`src/rtl/uart_tx_frame_gen_if.sv`:
```
// Byte-input handshake between a byte source and the UART frame generator.
// Per-frame line options travel with the data so they are latched together.
interface uart_tx_frame_gen_if #(
  parameter int unsigned DATA_BITS = 8
);
  logic [DATA_BITS-1:0] s_data;
  logic                 s_valid;
  logic                 s_ready;
  logic [1:0]           parity_mode;
  logic                 two_stop;

  modport master (
    output s_data,
    output s_valid,
    output parity_mode,
    output two_stop,
    input  s_ready
  );

  modport slave (
    input  s_data,
    input  s_valid,
    input  parity_mode,
    input  two_stop,
    output s_ready
  );
endinterface

```
`src/rtl/uart_tx_frame_gen.sv`:
```
// UART transmitter: start, LSB-first data, optional parity, 1/2 stops, then a mark gap.
// Timing comes from a bit-period counter in the system clock domain.
module uart_tx_frame_gen #(
  parameter int unsigned CLKS_PER_BIT  = 1087,
  parameter int unsigned DATA_BITS     = 8,
  parameter int unsigned IDLE_GAP_BITS = 4,
  parameter int unsigned CNT_W         = 16
) (
  input  logic                clk,
  input  logic                rst,
  uart_tx_frame_gen_if.slave  bus,
  output logic                tx_out,
  output logic                busy,
  output logic                frame_done
);

  localparam logic [2:0] S_IDLE   = 3'd0;
  localparam logic [2:0] S_START  = 3'd1;
  localparam logic [2:0] S_DATA   = 3'd2;
  localparam logic [2:0] S_PARITY = 3'd3;
  localparam logic [2:0] S_STOP   = 3'd4;
  localparam logic [2:0] S_GAP    = 3'd5;

  localparam logic [CNT_W-1:0] BIT_LAST  = CNT_W'(CLKS_PER_BIT - 1);
  localparam logic [CNT_W-1:0] DATA_LAST = CNT_W'(DATA_BITS - 1);
  localparam logic [CNT_W-1:0] GAP_LAST  = CNT_W'(IDLE_GAP_BITS - 1);
  localparam bit               HAS_GAP   = (IDLE_GAP_BITS != 0);

  logic [2:0]           state_q,    state_d;
  logic [CNT_W-1:0]     bit_cnt_q,  bit_cnt_d;
  logic [CNT_W-1:0]     sub_cnt_q,  sub_cnt_d;
  logic [DATA_BITS-1:0] shift_q,    shift_d;
  logic                 par_en_q,   par_en_d;
  logic                 par_bit_q,  par_bit_d;
  logic                 two_stop_q, two_stop_d;
  logic                 ready_q,    ready_d;
  logic                 tx_d, busy_d, frame_done_d;
  logic                 bit_last, accept;

  assign bus.s_ready = ready_q;

  // Next-state and next-output logic; outputs reflect the state one clk later,
  // which places the start bit on the edge after the accepting edge.
  always_comb begin
    state_d      = state_q;
    bit_cnt_d    = bit_cnt_q;
    sub_cnt_d    = sub_cnt_q;
    shift_d      = shift_q;
    par_en_d     = par_en_q;
    par_bit_d    = par_bit_q;
    two_stop_d   = two_stop_q;
    tx_d         = 1'b1;
    frame_done_d = 1'b0;
    bit_last     = (bit_cnt_q == BIT_LAST);
    accept       = bus.s_valid && ready_q;

    if (state_q != S_IDLE) begin
      bit_cnt_d = bit_last ? '0 : bit_cnt_q + CNT_W'(1);
    end

    case (state_q)
      S_IDLE: begin
        bit_cnt_d = '0;
        sub_cnt_d = '0;
        if (accept) begin
          state_d    = S_START;
          shift_d    = bus.s_data;
          par_en_d   = (bus.parity_mode == 2'b01) || (bus.parity_mode == 2'b10);
          par_bit_d  = (^bus.s_data) ^ (bus.parity_mode == 2'b10);
          two_stop_d = bus.two_stop;
        end
      end
      S_START: begin
        tx_d = 1'b0;
        if (bit_last) begin
          state_d   = S_DATA;
          sub_cnt_d = '0;
        end
      end
      S_DATA: begin
        tx_d = shift_q[0];
        if (bit_last) begin
          shift_d = shift_q >> 1;
          if (sub_cnt_q == DATA_LAST) begin
            sub_cnt_d = '0;
            state_d   = par_en_q ? S_PARITY : S_STOP;
          end else begin
            sub_cnt_d = sub_cnt_q + CNT_W'(1);
          end
        end
      end
      S_PARITY: begin
        tx_d = par_bit_q;
        if (bit_last) begin
          state_d   = S_STOP;
          sub_cnt_d = '0;
        end
      end
      S_STOP: begin
        if (bit_last) begin
          if (two_stop_q && (sub_cnt_q == '0)) begin
            sub_cnt_d = CNT_W'(1);
          end else begin
            frame_done_d = 1'b1;
            sub_cnt_d    = '0;
            state_d      = HAS_GAP ? S_GAP : S_IDLE;
          end
        end
      end
      S_GAP: begin
        if (bit_last) begin
          if (sub_cnt_q == GAP_LAST) begin
            sub_cnt_d = '0;
            state_d   = S_IDLE;
          end else begin
            sub_cnt_d = sub_cnt_q + CNT_W'(1);
          end
        end
      end
      default: begin
        state_d   = S_IDLE;
        bit_cnt_d = '0;
        sub_cnt_d = '0;
      end
    endcase

    ready_d = (state_d == S_IDLE);
    busy_d  = (state_d != S_IDLE);
  end

  // State and output registers; reset also aborts a frame in flight.
  always_ff @(posedge clk) begin
    if (rst) begin
      state_q    <= S_IDLE;
      bit_cnt_q  <= '0;
      sub_cnt_q  <= '0;
      shift_q    <= '0;
      par_en_q   <= 1'b0;
      par_bit_q  <= 1'b0;
      two_stop_q <= 1'b0;
      ready_q    <= 1'b1;
      tx_out     <= 1'b1;
      busy       <= 1'b0;
      frame_done <= 1'b0;
    end else begin
      state_q    <= state_d;
      bit_cnt_q  <= bit_cnt_d;
      sub_cnt_q  <= sub_cnt_d;
      shift_q    <= shift_d;
      par_en_q   <= par_en_d;
      par_bit_q  <= par_bit_d;
      two_stop_q <= two_stop_d;
      ready_q    <= ready_d;
      tx_out     <= tx_d;
      busy       <= busy_d;
      frame_done <= frame_done_d;
    end
  end

endmodule
```
`src/flat_wrapper.sv`:
```
// flat-port wrapper written by rule: the top's interface ports become plain ports
module uart_tx_frame_gen_flat 
#(
  parameter int unsigned CLKS_PER_BIT  = 1087,
  parameter int unsigned DATA_BITS     = 8,
  parameter int unsigned IDLE_GAP_BITS = 4,
  parameter int unsigned CNT_W         = 16
)
  (clk, rst, tx_out, busy, frame_done, bus_s_data, bus_s_valid, bus_parity_mode, bus_two_stop, bus_s_ready);
  uart_tx_frame_gen_if #(.DATA_BITS(DATA_BITS)) bus_i ();
  input  logic clk;
  input  logic rst;
  output logic tx_out;
  output logic busy;
  output logic frame_done;
  input wire logic [$bits(bus_i.s_data)-1:0] bus_s_data;
  input wire logic [$bits(bus_i.s_valid)-1:0] bus_s_valid;
  input wire logic [$bits(bus_i.parity_mode)-1:0] bus_parity_mode;
  input wire logic [$bits(bus_i.two_stop)-1:0] bus_two_stop;
  output wire logic [$bits(bus_i.s_ready)-1:0] bus_s_ready;
  assign bus_i.s_data = bus_s_data;
  assign bus_i.s_valid = bus_s_valid;
  assign bus_i.parity_mode = bus_parity_mode;
  assign bus_i.two_stop = bus_two_stop;
  assign bus_s_ready = bus_i.s_ready;
  uart_tx_frame_gen #(.CLKS_PER_BIT(CLKS_PER_BIT), .DATA_BITS(DATA_BITS), .IDLE_GAP_BITS(IDLE_GAP_BITS), .CNT_W(CNT_W)) u_core (.clk(clk), .rst(rst), .bus(bus_i), .tx_out(tx_out), .busy(busy), .frame_done(frame_done));
endmodule
```
`config.mk`:
```
export PLATFORM = sky130hd
export DESIGN_NAME = uart_tx_frame_gen_flat
export DESIGN_NICKNAME = d
export VERILOG_FILES = /design/src/rtl/uart_tx_frame_gen_if.sv /design/src/rtl/uart_tx_frame_gen.sv /design/src/flat_wrapper.sv
export SDC_FILE = /design/constraint.sdc
export NUM_CORES = 1
export LEC_CHECK = 0
export CAP_MARGIN = 20
export CORE_UTILIZATION = 50
export DETAILED_ROUTE_END_ITERATION = 8
export PLACE_DENSITY = 0.66
export SETUP_SLACK_MARGIN = 0.15
export SYNTH_ARGS = -nofsm -noshare
export SYNTH_HDL_FRONTEND = slang
export SYNTH_SLANG_ARGS = --single-unit
```
`constraint.sdc`:
```
create_clock -name clk -period 2.5 [get_ports clk]
set_input_delay 0.5 -clock clk [delete_from_list [all_inputs] [get_ports clk]]
set_output_delay 0.5 -clock clk [all_outputs]
set_load 0.01 [all_outputs]
```
==> results.ini <==
[timing]
clock.fmax_mhz=438
fin_crit_sh_pct=91.3
fin_tns_setup_ns=0
maxSlewViolCount=0
relSlewSlack_pct=61.7
setup_viol=0
hold_violations=0
rsz0062_at_grt=no
tightest_slew_ns=0.570
period_needed_ns=2.28
clock_skew_ns=0.00832

[power]
p_leak_nw=0.975
vdd_drop_max_mv=0.490
powerDensity_nw_per_um2=526

[route]
dr_wl_met3_um=194
wl_met2_um=2540
drc_errors=0
drt-met1-wl_um=2570
drtPass1Iterations=4
routed_wl_um=5390
top_layer_used=met4
ant_nets=0
route.vias.total=2107
viasPerCell=5.59
drtIter0Drc=92
wire_per_inst_um=14.3

[global_route]
overflow=0
grt_antenna_before_repair=0
track_usage_pct=22.1
grt_pass1_wl_um=9220
grt_pass1_vias=2028
grt_max_degree=18

[clock_network]
cts-htree-levels=2
clkSinkCount=50
numCtsBuffers=5
clkTransAtPathRegs_ns=0.09
cts_root_buffer=clkbuf_8
cts_buffer_depth=2
cts_tree=yes
ctsHoldBuffers=0
clk_latency_ns=0.30

[die]
rows=25
core_sq_um=4850
fp.dieW_um=73.8
dieArea_sq_um=5450
ios=18
die_height_um=73.8
start_util_pct=53.2

[flow_run]
max_cap_violations=0

[critical_path]
worst-path-stages=8
startpoint_type=register
rr_endpoint=u_core.sub_cnt_q[15]$_SDFFE_PP0P_
r2r-start=u_core.bit_cnt_q[0]$_SDFFE_PP0N_
critPathMaxStageDelay_ns=0.49
ff2ff_setup_slack_ns=0.22
worstPathArrival_ns=2.48
rr_worst_depth=8
path_buf_inv=2
required_ns=2.70
endpoint_kind=register
critPathMaxFanout=4
crit_type=register to register
crit_family=compound AO/OA/AOI/OAI gates
critPathLaunch=u_core.bit_cnt_q[0]$_SDFFE_PP0N_
critPathCapture=u_core.sub_cnt_q[15]$_SDFFE_PP0P_
crit_chain=inv_1 -> ha_1 -> or4bb_4 -> o41a_4 -> buf_12 -> a2111oi_4 -> xnor2_1 -> nor2_2
cpMaxStageDelayCell=or4bb_4

[final_layout]
fin_util_pct=62.1
layout_commonest_cell=dfxtp_1
fillCellCount=438
drive_gt1_share_pct=13.2
antenna_cells=0
layout_common_cells=47 x dfxtp_1, 45 x nor2_1, 24 x xnor2_1, 17 x clkdlybuf4s50_1
area_delta_synth_final_pct=16.6
nets=328
stdcell_count=377

[synth]
ys_ff_latch=50
yosysWarnings=0
synth_enable_flop_cells=0
synthesis.area_sq_um=2580
syn-num-nets=307
ys_types=48
synth_area_leader_cell=dfxtp_1
yosysSeqAreaShare_pct=38.8
syn-instance-count=288
synthFlopType=dfxtp_1
synth_area_leaders=dfxtp_1 39%, xnor2_1 8.1%, nor2_1 6.5%
postSynthAreaPerCell_sq_um=8.96
synth_top_area_share_pct=38.8
async_flop_share_pct=0

[min_path]
min_path_type=register to register
hold_depth=2

[placed_design]
port_buffers=17
dp_hpwl_um=3770
placed_cells_incl_taps=364
routabilityCongestion=0.743

[status]
status=finished clean

registers in the layout, summed over array words and instances (netlist names), 3 cells and up:
signal / flops
u_core.shift_q: 8
u_core.sub_cnt_q: 16
u_core.state_q: 3
u_core.bit_cnt_q: 16
cell usage after synthesis, types with 2 or more instances:
cell and n:
clkbuf_1 12, mux2i_1 9, inv_1 5, nor3b_1 2, a2111oi_4 2, nand2_1 14
nand4_1 11, o21ai_0 6, nor2b_1 2, a211oi_2 3, xor2_1 10, nand3_1 13
a211oi_1 11, and2_1 5, a21o_1 2, ha_1 5, nor4bb_1 2, or3_1 2
xnor2_1 24, nor4_1 6, a21oi_1 10, nor2_1 45, buf_6 2, dfxtp_1 50
and3_1 3, and4_1 3, buf_2 3, a22oi_1 2, nor3_1 5
what timing repair did:
action	in CTS	in global routing
buffers inserted	4	1
gates cloned	0	0
pin swaps	3	3
setup endpoints to repair	20	29
gates resized for setup	3	7
worst reg2reg max path, stage by stage, from the launching register on:
cell	delay, ns
dfxtp_2	0.33
inv_1	0.05
ha_1	0.13
or4bb_4	0.49
o41a_4	0.47
buf_12	0.15
a2111oi_4	0.35
xnor2_1	0.17
nor2_2	0.04
worst min path at each step:
stage,from,to,slack (ns)
after floorplan,u_core.bit_cnt_q[0]$_SDFFE_PP0N_,u_core.bit_cnt_q[0]$_SDFFE_PP0N_,0.43
after global placement,u_core.bit_cnt_q[0]$_SDFFE_PP0N_,u_core.bit_cnt_q[0]$_SDFFE_PP0N_,0.45
after detailed placement,u_core.bit_cnt_q[0]$_SDFFE_PP0N_,u_core.bit_cnt_q[0]$_SDFFE_PP0N_,0.46
after CTS,u_core.bit_cnt_q[0]$_SDFFE_PP0N_,u_core.bit_cnt_q[0]$_SDFFE_PP0N_,0.44
after global routing,u_core.bit_cnt_q[0]$_SDFFE_PP0N_,u_core.bit_cnt_q[0]$_SDFFE_PP0N_,0.53
final,u_core.two_stop_q$_SDFFE_PP0P_,u_core.two_stop_q$_SDFFE_PP0P_,0.50
cell families (layout without fill, tap and decap cells):
group	count (synthesis)	in the layout	synth area share (%)
adders and majority gates	5	5	2.42
muxes	9	9	3.49
DFF	50	50	38.8
and+or+nand+nor	121	121	24.2
xor gates and xnor gates	35	35	12.4
buffers and inverters	22	44	3.93
AOI/OAI and AO/OA	46	46	14.7
report_power, final:
part	total, mW	switching [mW]	internal, mW	leakage, nW
clock	0.565	0.267	0.299	0.0514
sequential	0.840	0.0167	0.823	0.407
combinational	0.177	0.0871	0.0896	0.516
total	1.58	0.370	1.21	0.975
through the flow:
| step | power (mW) | cell area [sq um] | hold WS (ns) | setup slack, ns |
|---|---|---|---|---|
| after floorplan | 0.970 | 2580 | 0.430 | 0.261 |
| after global placement | 1.03 | 2820 | 0.447 | 0.184 |
| after detailed placement | 1.03 | 2820 | 0.456 | 0.108 |
| after CTS | 1.60 | 2980 | 0.440 | 0.178 |
| after global routing | 1.65 | 3010 | 0.533 | 0.148 |
| final | 1.58 | 3010 | 0.498 | 0.216 |
area by class of cell:
| type | instances | area, sq um | share of cell area, % |
|---|---|---|---|
| clock buffers | 6 | 72.6 | 2.41 |
| clock inverters | 2 | 37.5 | 1.25 |
| inverters | 5 | 18.8 | 0.624 |
| multi-input cells | 216 | 1510 | 50.1 |
| flip-flops and latches | 50 | 1000 | 33.4 |
| well taps | 67 | 83.8 | 2.79 |
| repair buffers | 31 | 285 | 9.48 |
metal layers:
| metal | vias to the layer above | global-route usage, % |
|---|---|---|
| met3 | 11 | 4.66 |
| li1 | 1062 | - |
| met2 | 40 | 37.8 |
| met4 | 0 | 8.55 |
| met1 | 994 | 27.1 |
| met5 | - | 0 |
No activity file was read; power rests on OpenSTA's default activity.
